## config.mk

```make
export PLATFORM = sky130hd
export DESIGN_NAME = rr_onehot_sel_arb
export DESIGN_NICKNAME = d
export VERILOG_FILES = /design/src/rtl/rr_onehot_sel_arb.sv
export SDC_FILE = /design/constraint.sdc
export NUM_CORES = 1
export LEC_CHECK = 0
export ABC_AREA = 1
export ABC_CLOCK_PERIOD_IN_PS = 2300
export BUFFER_PORTS_ARGS = -buffer_cell sky130_fd_sc_hd__buf_2
export CELL_PAD_IN_SITES_DETAIL_PLACEMENT = 0
export CELL_PAD_IN_SITES_GLOBAL_PLACEMENT = 1
export CORE_MARGIN = 4
export CORE_UTILIZATION = 37
export DETAILED_ROUTE_END_ITERATION = 6
export GPL_ROUTABILITY_DRIVEN = 0
export PLACE_DENSITY_LB_ADDON = 0.1
export SLEW_MARGIN = 20
export SYNTH_ARGS = -nofsm -noshare
export SYNTH_HDL_FRONTEND = slang
export SYNTH_SLANG_ARGS = --single-unit
```

## constraint.sdc

```tcl
create_clock -name clk -period 2.3 [get_ports clk]
set_input_delay 0.46 -clock clk [delete_from_list [all_inputs] [get_ports clk]]
set_output_delay 0.46 -clock clk [all_outputs]
set_load 0.01 [all_outputs]
```

## src/rtl/rr_onehot_sel_arb.sv

```systemverilog
// rr_onehot_sel_arb
// -----------------------------------------------------------------------------
// Round-robin arbiter that generates the one-hot select for an N:1 one-hot mux.
// The grant is registered, so the mux select is glitch-free and stable for the
// whole grant. A winner keeps its grant for as long as it holds its request.
//
// Optional feature macro: ARB_TIMEOUT_EN
//   Defined   -> an owner is forced to rotate after MAX_HOLD consecutive grant
//                cycles, but only if some other requester is waiting.
//   Undefined -> no hold counter exists; MAX_HOLD is only range-checked.
//
// Parameters
//   N         number of requesters / mux inputs (2..16)
//   MAX_HOLD  max consecutive grant cycles when ARB_TIMEOUT_EN is defined (>=1)
//
// Ports
//   clk          in   rising-edge clock
//   reset        in   synchronous, active-high reset
//   req_i        in   [N-1:0] request vector, one bit per requester
//   gnt_o        out  [N-1:0] registered one-hot grant, all-zero when idle
//   gnt_vld_o    out  1 when gnt_o is non-zero
//   gnt_idx_o    out  [$clog2(N)-1:0] binary index of the owner, 0 when idle
//   dbg_state_o  out  FSM state for checkers (0 = IDLE, 1 = GRANT)
//
// Handshake: there is no ready/acknowledge. A requester owns the mux from the
// cycle after gnt_o shows its bit until the cycle after it drops req_i; any
// single-cycle low on its req_i bit counts as a release.
// -----------------------------------------------------------------------------
module rr_onehot_sel_arb #(
    parameter int N        = 4,
    parameter int MAX_HOLD = 8
) (
    input  logic                 clk,
    input  logic                 reset,
    input  logic [N-1:0]         req_i,
    output logic [N-1:0]         gnt_o,
    output logic                 gnt_vld_o,
    output logic [$clog2(N)-1:0] gnt_idx_o,
    output logic                 dbg_state_o
);

    localparam int IW = $clog2(N);
    localparam int HW = (MAX_HOLD > 1) ? $clog2(MAX_HOLD) : 1;

    if (N < 2 || N > 16 || MAX_HOLD < 1) begin : g_bad_param
        $error("rr_onehot_sel_arb: N must be 2..16 and MAX_HOLD >= 1");
    end

    typedef enum logic {
        IDLE  = 1'b0,
        GRANT = 1'b1
    } state_t;

    state_t          state_q, state_d;
    logic [N-1:0]    gnt_q,   gnt_d;
    logic [IW-1:0]   idx_q,   idx_d;
    logic [IW-1:0]   ptr_q,   ptr_d;

    // Circular priority search: first set bit of req at or after start.
    // Returns {found, index}.
    function automatic logic [IW:0] rr_pick(input logic [N-1:0] req,
                                            input logic [IW-1:0] start);
        logic          found;
        logic [IW-1:0] win;
        int            j;
        found = 1'b0;
        win   = '0;
        for (int i = 0; i < N; i++) begin
            j = int'(start) + i;
            if (j >= N) j = j - N;
            if (!found && req[j]) begin
                found = 1'b1;
                win   = j[IW-1:0];
            end
        end
        return {found, win};
    endfunction

    function automatic logic [N-1:0] onehot(input logic [IW-1:0] idx);
        return {{(N-1){1'b0}}, 1'b1} << idx;
    endfunction

    logic [IW-1:0] succ;       // (idx_q + 1) % N
    logic [IW:0]   pick_ptr;   // search used when leaving IDLE
    logic [IW:0]   pick_succ;  // search after the owner, owner masked out

    assign succ      = (idx_q == IW'(N - 1)) ? '0 : idx_q + IW'(1);
    assign pick_ptr  = rr_pick(req_i, ptr_q);
    // Masking the owner makes it lowest priority for both a release (its bit
    // is already 0) and a forced timeout rotation (its bit is still 1).
    assign pick_succ = rr_pick(req_i & ~gnt_q, succ);

`ifdef ARB_TIMEOUT_EN
    logic [HW-1:0] hold_q, hold_d;
`endif

    always_comb begin
        state_d = state_q;
        gnt_d   = gnt_q;
        idx_d   = idx_q;
        ptr_d   = ptr_q;
`ifdef ARB_TIMEOUT_EN
        hold_d  = hold_q;
`endif
        case (state_q)
            IDLE: begin
                if (pick_ptr[IW]) begin
                    state_d = GRANT;
                    idx_d   = pick_ptr[IW-1:0];
                    gnt_d   = onehot(pick_ptr[IW-1:0]);
`ifdef ARB_TIMEOUT_EN
                    hold_d  = '0;
`endif
                end
            end
            GRANT: begin
                if (!req_i[idx_q]) begin
                    // Release: pointer moves past the old owner whether or
                    // not someone else is waiting.
                    ptr_d = succ;
                    if (pick_succ[IW]) begin
                        idx_d = pick_succ[IW-1:0];
                        gnt_d = onehot(pick_succ[IW-1:0]);
                    end else begin
                        state_d = IDLE;
                        idx_d   = '0;
                        gnt_d   = '0;
                    end
`ifdef ARB_TIMEOUT_EN
                    hold_d = '0;
`endif
                end
`ifdef ARB_TIMEOUT_EN
                else if (hold_q == HW'(MAX_HOLD - 1)) begin
                    // Hold budget used up: rotate if anyone else waits,
                    // otherwise the owner keeps it and the budget restarts.
                    if (pick_succ[IW]) begin
                        ptr_d = succ;
                        idx_d = pick_succ[IW-1:0];
                        gnt_d = onehot(pick_succ[IW-1:0]);
                    end
                    hold_d = '0;
                end else begin
                    hold_d = hold_q + HW'(1);
                end
`endif
            end
            default: begin
                state_d = IDLE;
                gnt_d   = '0;
                idx_d   = '0;
            end
        endcase
    end

    always_ff @(posedge clk) begin
        if (reset) begin
            state_q <= IDLE;
            gnt_q   <= '0;
            idx_q   <= '0;
            ptr_q   <= '0;
`ifdef ARB_TIMEOUT_EN
            hold_q  <= '0;
`endif
        end else begin
            state_q <= state_d;
            gnt_q   <= gnt_d;
            idx_q   <= idx_d;
            ptr_q   <= ptr_d;
`ifdef ARB_TIMEOUT_EN
            hold_q  <= hold_d;
`endif
        end
    end

    assign gnt_o       = gnt_q;
    assign gnt_vld_o   = (state_q == GRANT);
    assign gnt_idx_o   = idx_q;
    assign dbg_state_o = state_q;

endmodule

```

==> impl_metrics.csv <==
group,metric,value,unit
job,drv_cap,0,
drt,ant_nets,0,
final_layout,antennaDiodeCount,0,
global_route,grt_max_degree,12,
critical_path,cp-start-kind,"flop",
floorplanning,io_pins,14,
timing,fin_crit,1.97,ns
critical_path,r2r-start,"gnt_idx_o[1]",
global_route,grt_antenna_before_repair,0,
floorplanning,dieArea,3690,um2
logic_synthesis,ys_ff_latch,9,
placed_design,dp_hpwl,2180,um
drt,drt_iter0_drc,74,
timing,fmax,0.507,GHz
placed_design,port_buffers,13,
timing,hold_violations,0,
cts,cts_max_path_buffers,2,
drt,drc_errors,0,
placed_design,dp_slack,0.369,ns
global_route,grt_pass1_wl,4540,um
final_layout,nets,213,
critical_path,criticalPathCategory,"reg -> reg",
final_layout,utilization,44.3,%
timing,postLayoutSetupSlackWorst,0.329,ns
drt,routed_wirelength,2620,um
hold_path,min_path_type,"in -> reg",
critical_path,cp.arrival,2.17,ns
drt,vias,1143,
cts,cts_sinks,9,
timing,rsz0062_at_grt,"no",
critical_path,crit_family,"simple AND/OR/NAND/NOR gates",
critical_path,crit_buf_inv,2,
floorplanning,die_h,60.7,um
cts,postCtsHoldBufs,0,
logic_synthesis,ys_seq_area_share,17.5,%
timing,slew_headroom,80.7,%
critical_path,r2r-end,"gnt_o[0]",
cts,clkLatencyLatePin,0.26,ns
timing,tightestPinTransition,0.289,ns
floorplanning,core,2570,um2
cts,clk_pin_slew,0.06,ns
logic_synthesis,syn_inst,190,
global_route,grt.overflow.total,0,
cts,numCtsBuffers,3,
floorplanning,rows,18,
logic_synthesis,syn_avg_cell_area,5.41,um2
pwr,cellLeakagePower,0.644,nW
cts,htree_levels,1,
critical_path,critPathRequiredTime,2.50,ns
final_layout,multi_input_area,712,um2
final_layout,regArea,180,um2
critical_path,path_max_fanout,10,
drt,wl_per_cell,11.2,um
critical_path,r2r_cells,13,
floorplanning,die_x,60.7,um
drt,routed_via_density,4.86,
timing,fin_setup_tns,0,ns
hold_path,min_path_cells,4,
critical_path,slowest_stage,"ha_1",
cts,cts_resized,0,
hold_path,hold-path-endpoint,"gnt_idx_o[1]",
drt,dr.pass1.iters,4,
final_layout,nFillCells,313,
final_layout,final_cell_mix,"nand2_1, inv_1, nor2_1, o21ai_0, nand2_2",
logic_synthesis,synth_cell_types,21,
pwr,ir_drop,0.688,mV
timing,finalSetupViolCount,0,
critical_path,rrSetupSlack,0.33,ns
critical_path,end_kind,"flop",
logic_synthesis,synthesis.nets,197,
final_layout,mostFrequentLayoutCell,"nand2_1",
pwr,p_per_area,1460,nW/um2
cts,post-cts-setup-buffers,0,
logic_synthesis,yosys_warnings,0,
critical_path,path_cells,"ha_1 > inv_1 > nand2_1 > nand2_1 > nand2_1 > nand2_2 > nand3_1 > nand2_1 > nor2_1 > inv_1 > nor2_1 > nor2_1 > nor2_1",
pwr,p_total,1.66,mW
timing,slew_violations,0,
logic_synthesis,syn_area,1030,um2
outcome,status,"complete, no violations",
cts,cts-root-buf,"clkbuf_4",
global_route,grt_pass1_vias,1037,
cts,cts_tree,"yes",
hold_path,min_from,"reset",
timing,skew,0.00444,ns
final_layout,drive_gt1_share,20.0,%
critical_path,slowest_delay,0.47,ns
final_layout,layout-area-overhead-vs-synth,10.6,%
floorplanning,initial_utilization,40.1,%
global_route,grt_util_all_layers,16.3,%
timing,finalCritPeriodShare,85.7,%
## worst min-delay path, stage by stage
cell and delay, ns:
buf_2 0.09, a31oi_1 0.04, o21ai_0 0.06, inv_1 0.04
## how the worst max path moves through the flow
stage,slack [ns],to,cells after the start,startpoint
6_report,0.33,gnt_o[0],13,gnt_idx_o[1]
5_1_grt,0.1,gnt_o[3],13,gnt_idx_o[1]
4_1_cts,0.35,gnt_o[1],13,gnt_idx_o[1]
3_5_place_dp,0.37,gnt_idx_o[0],12,gnt_idx_o[1]
3_3_place_gp,0.36,gnt_idx_o[1],12,gnt_idx_o[1]
2_1_floorplan,0.42,gnt_o[1],14,gnt_idx_o[0]
## power by group
part / switching (mW) / internal (mW)
clock: 0.0580 / 0.0670
sequential: 0.0538 / 0.208
combinational: 0.852 / 0.426
total: 0.964 / 0.701
## per-stage QoR
step	area, um2	hold WS [ns]	std cells
floorplan	1030	0.533	190
global placement	1110	0.550	231
detailed placement	1110	0.546	231
CTS	1140	0.452	235
global route	1140	0.473	235
finish	1140	0.461	235
## cell usage after synthesis, drive strengths merged
cell type	instances	area share, %
o21ai	18	9.1
nand4	2	1.2
nand3	15	7.8
inv	25	9.9
a21oi	8	3.9
nor2	21	9.1
buf	4	3.4
dfxtp	9	18
a31oi	2	1.2
ha	1	1.2
nand2	85	36
## area by class of cell
| type | count | area share (%) |
|---|---|---|
| timing repair buffer | 15 | 7.04 |
| tap | 30 | 3.30 |
| sequential | 9 | 15.8 |
| multi-input combinational | 152 | 62.6 |
| inverter | 25 | 8.91 |
| clock buffer | 4 | 2.31 |
## cells by family after synthesis
kind of cell	Yosys count	synth area share [%]
and+or+nand+nor	123	53.8
buffers and inverters	29	13.3
AOI/OAI and AO/OA	28	14.2
DFF	9	17.5
adders and majority gates	1	1.22
## layer usage
layer / GRT usage (%) / share of wire, %
met1: 22.0 / 52
met2: 25.3 / 44
met3: 3.83 / 3.4
met4: 5.57 / 0.92
met5: 0 / 0
## state kept, by name (all words and copies together), names as in the netlist
name / flops
dbg_state_o: 1
gnt_idx_o: 2
gnt_o: 4
ptr_q: 2
(Power assumes the default switching activity.)
